[src/rtl/frame_scan_sequencer.sv]
// Frame scan sequencer: walks the 16x12 frame tracker once per tick and issues one draw per changed cell.
// Optional draw-ack watchdog enabled by defining FRAME_SEQ_TIMEOUT_EN.
module frame_scan_sequencer #(
  parameter int GRID_W = 16,
  parameter int GRID_H = 12
`ifdef FRAME_SEQ_TIMEOUT_EN
  ,
  parameter int TIMEOUT_CYCLES = 1023
`endif
) (
  input  logic       clk,
  input  logic       nrst,
  input  logic       tick,
  input  logic       game_reset,
  input  logic       diff,
  input  logic [2:0] obj_code,
  input  logic [3:0] x,
  input  logic [3:0] y,
  output logic       enable,
  output logic       sync,
  output logic       draw_req,
  input  logic       draw_ack,
  output logic [3:0] draw_x,
  output logic [3:0] draw_y,
  output logic [2:0] draw_obj,
  output logic       busy,
  output logic       frame_done,
  output logic       overrun,
  output logic       draw_err
);

  localparam int CELLS = GRID_W * GRID_H;
  localparam int CNT_W = $clog2(CELLS);
  localparam logic [CNT_W-1:0] LAST = CNT_W'(CELLS - 1);

  typedef enum logic [1:0] {IDLE, INIT, SCAN, DRAW} state_t;

  state_t           state;
  logic [CNT_W-1:0] cell_cnt;
  logic             pending;
  logic             grst_pend;
  logic             redraw_all;
  logic             retire_q;
  logic             hit;
  logic             retire;

`ifdef FRAME_SEQ_TIMEOUT_EN
  localparam int WD_W = $clog2(TIMEOUT_CYCLES + 1);
  logic [WD_W-1:0] wd_cnt;
  logic            wd_expire;
  assign wd_expire = (wd_cnt == WD_W'(TIMEOUT_CYCLES - 1));
`else
  assign draw_err = 1'b0;
`endif

  // The tracker advances on the same edge the counter retires a cell, so enable
  // must reflect the cell on view this cycle. After a draw, retire_q forces the
  // retire because the tracker still shows the just-drawn (still differing) cell.
  assign hit    = diff | redraw_all;
  assign retire = (state == SCAN) && (retire_q || !hit);
  assign enable = retire;

  // NOTE: every state register below uses non-blocking assignment so all updates
  // see the pre-edge values; blocking here would create order-dependent logic.
  always_ff @(posedge clk or negedge nrst) begin
    if (!nrst) begin
      state      <= IDLE;
      cell_cnt   <= '0;
      pending    <= 1'b0;
      grst_pend  <= 1'b0;
      redraw_all <= 1'b0;
      retire_q   <= 1'b0;
      sync       <= 1'b0;
      draw_req   <= 1'b0;
      draw_x     <= '0;
      draw_y     <= '0;
      draw_obj   <= '0;
      busy       <= 1'b0;
      frame_done <= 1'b0;
      overrun    <= 1'b0;
`ifdef FRAME_SEQ_TIMEOUT_EN
      wd_cnt     <= '0;
      draw_err   <= 1'b0;
`endif
    end else begin
      frame_done <= 1'b0;
      overrun    <= 1'b0;
      sync       <= 1'b0;

      // Requests arriving mid-frame are remembered one deep.
      if (state != IDLE) begin
        if (tick) begin
          if (pending) overrun <= 1'b1;
          else         pending <= 1'b1;
        end
        if (game_reset) grst_pend <= 1'b1;
      end

      case (state)
        IDLE: begin
          if (game_reset || grst_pend) begin
            state     <= INIT;
            busy      <= 1'b1;
            sync      <= 1'b1;
            grst_pend <= 1'b0;
            if (tick) begin
              if (pending) overrun <= 1'b1;
              else         pending <= 1'b1;
            end
          end else if (tick || pending) begin
            state   <= SCAN;
            busy    <= 1'b1;
            pending <= 1'b0;
          end
        end

        INIT: begin
          redraw_all <= 1'b1;
          cell_cnt   <= '0;
          state      <= SCAN;
        end

        SCAN: begin
          retire_q <= 1'b0;
          if (retire) begin
            if (cell_cnt == LAST) begin
              cell_cnt   <= '0;
              redraw_all <= 1'b0;
              frame_done <= 1'b1;
              busy       <= 1'b0;
              state      <= IDLE;
            end else begin
              cell_cnt <= cell_cnt + 1'b1;
            end
          end else begin
            draw_x   <= x;
            draw_y   <= y;
            draw_obj <= obj_code;
            draw_req <= 1'b1;
            state    <= DRAW;
`ifdef FRAME_SEQ_TIMEOUT_EN
            wd_cnt   <= '0;
`endif
          end
        end

        DRAW: begin
          if (draw_ack) begin
            draw_req <= 1'b0;
            retire_q <= 1'b1;
            state    <= SCAN;
          end
`ifdef FRAME_SEQ_TIMEOUT_EN
          else if (wd_expire) begin
            draw_req <= 1'b0;
            draw_err <= 1'b1;
            retire_q <= 1'b1;
            state    <= SCAN;
          end else begin
            wd_cnt <= wd_cnt + 1'b1;
          end
`endif
        end

        default: state <= IDLE;
      endcase
    end
  end

endmodule

[config.mk]
export PLATFORM = sky130hd
export DESIGN_NAME = frame_scan_sequencer
export DESIGN_NICKNAME = d
export VERILOG_FILES = /design/src/rtl/frame_scan_sequencer.sv
export SDC_FILE = /design/constraint.sdc
export NUM_CORES = 1
export LEC_CHECK = 0
export ABC_AREA = 1
export BUFFER_PORTS_ARGS = -buffer_cell sky130_fd_sc_hd__buf_2
export CORE_ASPECT_RATIO = 0.9
export CORE_MARGIN = 5
export CORE_UTILIZATION = 30
export CTS_CLUSTER_SIZE = 28
export DETAILED_ROUTE_END_ITERATION = 10
export MAX_ROUTING_LAYER = met4
export PLACE_DENSITY = 0.55
export SYNTH_ARGS = -nofsm -noshare
export SYNTH_HDL_FRONTEND = slang
export SYNTH_SLANG_ARGS = --single-unit
[constraint.sdc]
create_clock -name clk -period 1.5 [get_ports clk]
set_input_delay 0.3 -clock clk [delete_from_list [all_inputs] [get_ports clk]]
set_output_delay 0.3 -clock clk [all_outputs]
set_load 0.005 [all_outputs]
Yosys cells after proc, flatten, opt, wreduce, memory -nomap -nowiden
Index checks and enable logic that the tools add are counted.
{"block": "word_totals", "register_bits": 30, "input_bits": 17, "output_inout_bits": 18, "elab_cells": 87}
{"block": "classes", "n_addsub": 1, "n_eq_ne": 10, "n_mux": 43, "n_bitwise": 2, "n_reduce_logical": 17}
{"op": "2-to-1 mux 1 bit", "n": 30}
{"op": "2-to-1 mux 8 bit", "n": 2}
{"op": "one-hot mux 8 bit (2 select lines)", "n": 1}
{"op": "2-to-1 mux 2 bit", "n": 5}
{"op": "AND reduction 3 bit", "n": 3}
{"op": "adder 8 x 1 -> 8 bit (second input constant)", "n": 1}
{"op": "== test 8 bit (second input constant)", "n": 1}
{"op": "one-hot mux 1 bit (2 select lines)", "n": 4}
{"op": "one-hot mux 2 bit (4 select lines)", "n": 1}
{"op": "nonzero test 2 bit", "n": 4}
{"op": "inequality test 2 bit (second input constant)", "n": 3}
{"op": "AND reduction 2 bit", "n": 3}
{"op": "== test 2 bit (second input constant)", "n": 2}
{"op": "AND reduction 4 bit", "n": 1}
{"op": "logical OR 1 bit", "n": 3}
{"op": "inequality test 3 x 2 -> 1 bit (second input constant)", "n": 1}
{"op": "inequality test 3 bit (second input constant)", "n": 1}
{"op": "== test 2 x 1 -> 1 bit (second input constant)", "n": 1}
{"op": "zero test 2 bit", "n": 1}
{"op": "inequality test 2 x 1 -> 1 bit (second input constant)", "n": 1}
{"op": "logical AND 1 bit", "n": 1}
{"op": "zero test 1 bit", "n": 1}
{"op": "inverter 1 bit", "n": 1}
{"op": "OR 1 bit", "n": 1}

Longest topological paths before layout
{"block": "logic_depth", "depth_word": 7, "depth_mapped": 10, "ltp_nobuf": 10}

Worst setup path after synthesis
OpenSTA, ideal clock, no wires.
{"block": "synth_timing", "kind": "register to register", "from": "reg state[0]", "to": "reg cell_cnt[6]", "setup_time_ns": 0.117, "arrival_ns": 1.233, "required_time_ns": 1.383, "setup_slack_ns": 0.151, "stages_incl_launch_ff": 10, "path_buffers": 1, "period_less_slack_ns": 1.349, "cell_sequence": "dfrtp_1 > inv_1 > ha_1 > buf_6 > nand3_4 > nand2_4 > inv_2 > nand2_1 > nor2_1 > nor2_1"}
{"block": "synth_between", "elab_chain_len": 4, "word_cells_on_any_way": 7, "cone_classes": "3 x eq/ne; 1 x mux; 3 x reduce/logical"}
{"item": "from (decl)", "line": "38", "rtl": "state_t state;"}
{"item": "from (signal assigned)", "line": "67", "rtl": "state <= IDLE;"}
{"item": "from (signal assigned)", "line": "102", "rtl": "state <= INIT;"}
{"item": "from (signal assigned)", "line": "111", "rtl": "state <= SCAN;"}
{"item": "== test 2 bit", "line": "60, 99"}
{"item": "logical AND 1 bit", "line": "60", "rtl": "assign retire = (state == SCAN) && (retire_q || !hit);"}
{"item": "inequality test 2 bit (no source line)"}
{"item": "AND reduction 2 bit (no source line)"}
{"item": "to (signal assigned)", "line": "133", "rtl": "cell_cnt <= cell_cnt + 1'b1;"}
{"item": "to (decl)", "line": "39", "rtl": "logic [CNT_W-1:0] cell_cnt;"}
Parallel ways exist; a longest one is shown, timed or not.
A chain may end at the register's enable or synchronous reset.

Worst setup path after layout
{"block": "layout_timing", "from": "reg state[1]", "to": "out enable"}
{"block": "layout_between", "elab_chain_len": 2}
{"item": "== test 2 bit", "line": "60"}
{"item": "logical AND 1 bit", "line": "60"}
{"item": "to (decl)", "line": "19", "rtl": "output logic enable,"}
Every way passes these cells.

==> out/results.ini <==
[status]
outcome=finished, final reports clean

[route]
route.met2.wl_um=1610
firstDrtPassIters=4
route.layer.met1.wl_um=1430
drc=0
viasPerCell=4.23
wl_um=3180
drtAntennaViolNets=0
top_layer=met4
route.met3.wl_um=111
post_drt_wl_per_cell_um=10.8
drtIter0Drc=32
vias=1245

[placed_design]
pre_cts_slack_ns=0.0608
dp_cells=282
dp_hpwl_um=2300
place.gp.congestion=0.804
port_buffers=33
place_area_um2=1760

[sta]
finalMaxSlewViolations=0
fin_crit_ns=1.45
hold_slack_ns=0.0235
finalCritPeriodShare=0.964
setup_viol=0
fin_ws_ns=0.0538
fmax_mhz=691
fin_skew_ns=0.00683
hold_viol_final=0

[clock_network]
htreeDepth=2
clkSlewWorstSetupHoldPaths_ns=0.07
cts_hold_buf=0
clockBufferDepth=2
clock_latency_ns=0.28
cts_made_buffers=5
clock-sinks=30
root_buffer=clkbuf_8
cts_tree=yes

[synth]
synth-edff-count=0
netlist_top_cells_count=nand2_1, dfrtp_1, inv_1
synth.top_cell.area_share=0.507
syn_area_um2=1480
yosysMostFrequentCell=nand2_1
async_flop_share=1.00
yosysSeqAreaShare=0.507
netlist_instances=181
synth_top_area_cell=dfrtp_1
synth_nets=203
synth_area_leaders=dfrtp_1, nand2_1, inv_1, ha_1, nor2_1
ys_types=27
syn_area_per_cell_um2=8.18
ys_ff_latch=30
synthFlopType=dfrtp_1
yosys_warnings=0

[finish]
final_area_um2=1940
fill_cells=523
multiInputGateArea_um2=661
syn2layout_area_growth_pct=31.4
regArea_um2=752
instances_no_fill=294
n_antenna_cell=0
fin_nets=250
drive_gt1_frac=0.336

[global_route]
grt_max_degree=31
grt_antenna_before_repair=0
grt_pass1_wl_um=5260
grt_pass1_vias=1135
track_usage=0.104
overflow=0

[power]
worst_ir_drop_vdd_uv=622
cellPowerDensity_nw_per_um2=2000
p_leak_nw=1.06

[min_path]
hold_class=input pin to asynchronous set/reset pin

[worst_setup_path]
crit_fanout=4
worstReg2RegEnd=cell_cnt[3]
cp-start-kind=register
r2r_cells=9
ff2ff_setup_slack_ns=0.11
cp-end-kind=output port
path_class=register to output port
slowest_stage=dfrtp_2
worstPathArrival_ns=1.15
required_ns=1.20
critPathMaxStageDelay_ns=0.45
reg2reg_from=state[0]
crit_chain=ha_4 > nand2_2 > inv_2 > buf_2
path_delay_family=flip-flops
critPathBufInv=2

[die]
die_area_um2=6440
rows=24
dieWidth_um=84.0
core_um2=4800
ioPinCount=35
start_util=0.308
die_h_um=76.6

[job]
max-cap-violations=0

==> cell usage in the layout, fill, tap and decap left out, types with 2 or more instances in the layout <==
master / instances
buf_4: 10
clkbuf_8: 5
nand2_1: 68
ha_1: 2
nand2_4: 2
nor2_1: 15
dfrtp_1: 29
nor2_2: 2
nand4_1: 2
o21bai_1: 2
nand2_2: 5
o21ai_0: 7
inv_1: 16
ha_4: 2
inv_2: 4
nor3_1: 2
buf_2: 33
clkinv_2: 2
nand3_1: 6
==> repair_timing <==
| item | in CTS | in global routing |
|---|---|---|
| endpoints found under the setup margin | 1 | 9 |
| cloned | 0 | 0 |
| buffers inserted | 1 | 3 |
| pin swaps | 0 | 2 |
| gates resized for setup | 5 | 8 |
==> worst max path at each step <==
stage                  start           to  slack [ns]  cells after the start
finish              state[1]       enable        0.05                      4
global route        state[0]       enable      -0.002                      5
CTS                 state[1]     state[0]        0.02                      9
global placement    state[1]     state[0]        0.07                      9
floorplan           state[0]  cell_cnt[6]        0.15                      9
detailed placement  state[1]     state[0]        0.06                      9
==> metrics by stage <==
stage,utilization,setup TNS [ns],power (mW)
after floorplan,-,0,2.34
after global routing,0.405,-0.00250,4.24
after detailed placement,0.367,0,2.94
after CTS,0.395,0,3.82
final,0.405,0,3.90
after global placement,0.367,0,2.92
==> area by class of cell <==
cell class                      instances  share of cell area
Inverter                               21              0.0418
Tap cell                               65              0.0418
Clock inverter                          3              0.0206
Timing Repair Buffer                   44               0.134
Multi-Input combinational cell        126               0.340
Clock buffer                            5              0.0354
Sequential cell                        30               0.387
==> layer usage <==
metal	up-vias	global-route usage
met3	2	0.0303
met1	579	0.125
met2	16	0.165
met5	-	-
met4	0	0.0386
li1	648	-
==> kinds of logic (layout without fill, tap and decap cells) <==
| kind of cell | Yosys count | in the layout | synth area share |
|---|---|---|---|
| adders and majority gates | 5 | 5 | 0.0423 |
| buffers and inverters | 25 | 73 | 0.0718 |
| and+or+nand+nor | 107 | 107 | 0.323 |
| DFF | 30 | 30 | 0.507 |
| other | 1 | 1 | 0.00253 |
| AOI/OAI and AO/OA | 13 | 13 | 0.0533 |
==> worst register-to-register path: cells and delay by family, from the launching register on <==
kind,cells,cell delay (ns)
flops,1,0.39
fa+ha+maj,1,0.14
buf+inv,4,0.35
simple gates,4,0.44
==> where the power goes <==
part	internal, mW	switching, mW
sequential	1.10	0.145
clock	0.488	0.304
combinational	0.798	1.06
==> registers in the layout, summed over array words and instances (netlist names) <==
signal and cells:
cell_cnt 8, draw_x 4, draw_y 4, draw_obj 3
state 2, busy 1, draw_req 1, frame_done 1
grst_pend 1, overrun 1, pending 1, redraw_all 1
retire_q 1, sync 1
No activity file was read; power rests on OpenSTA's default activity.
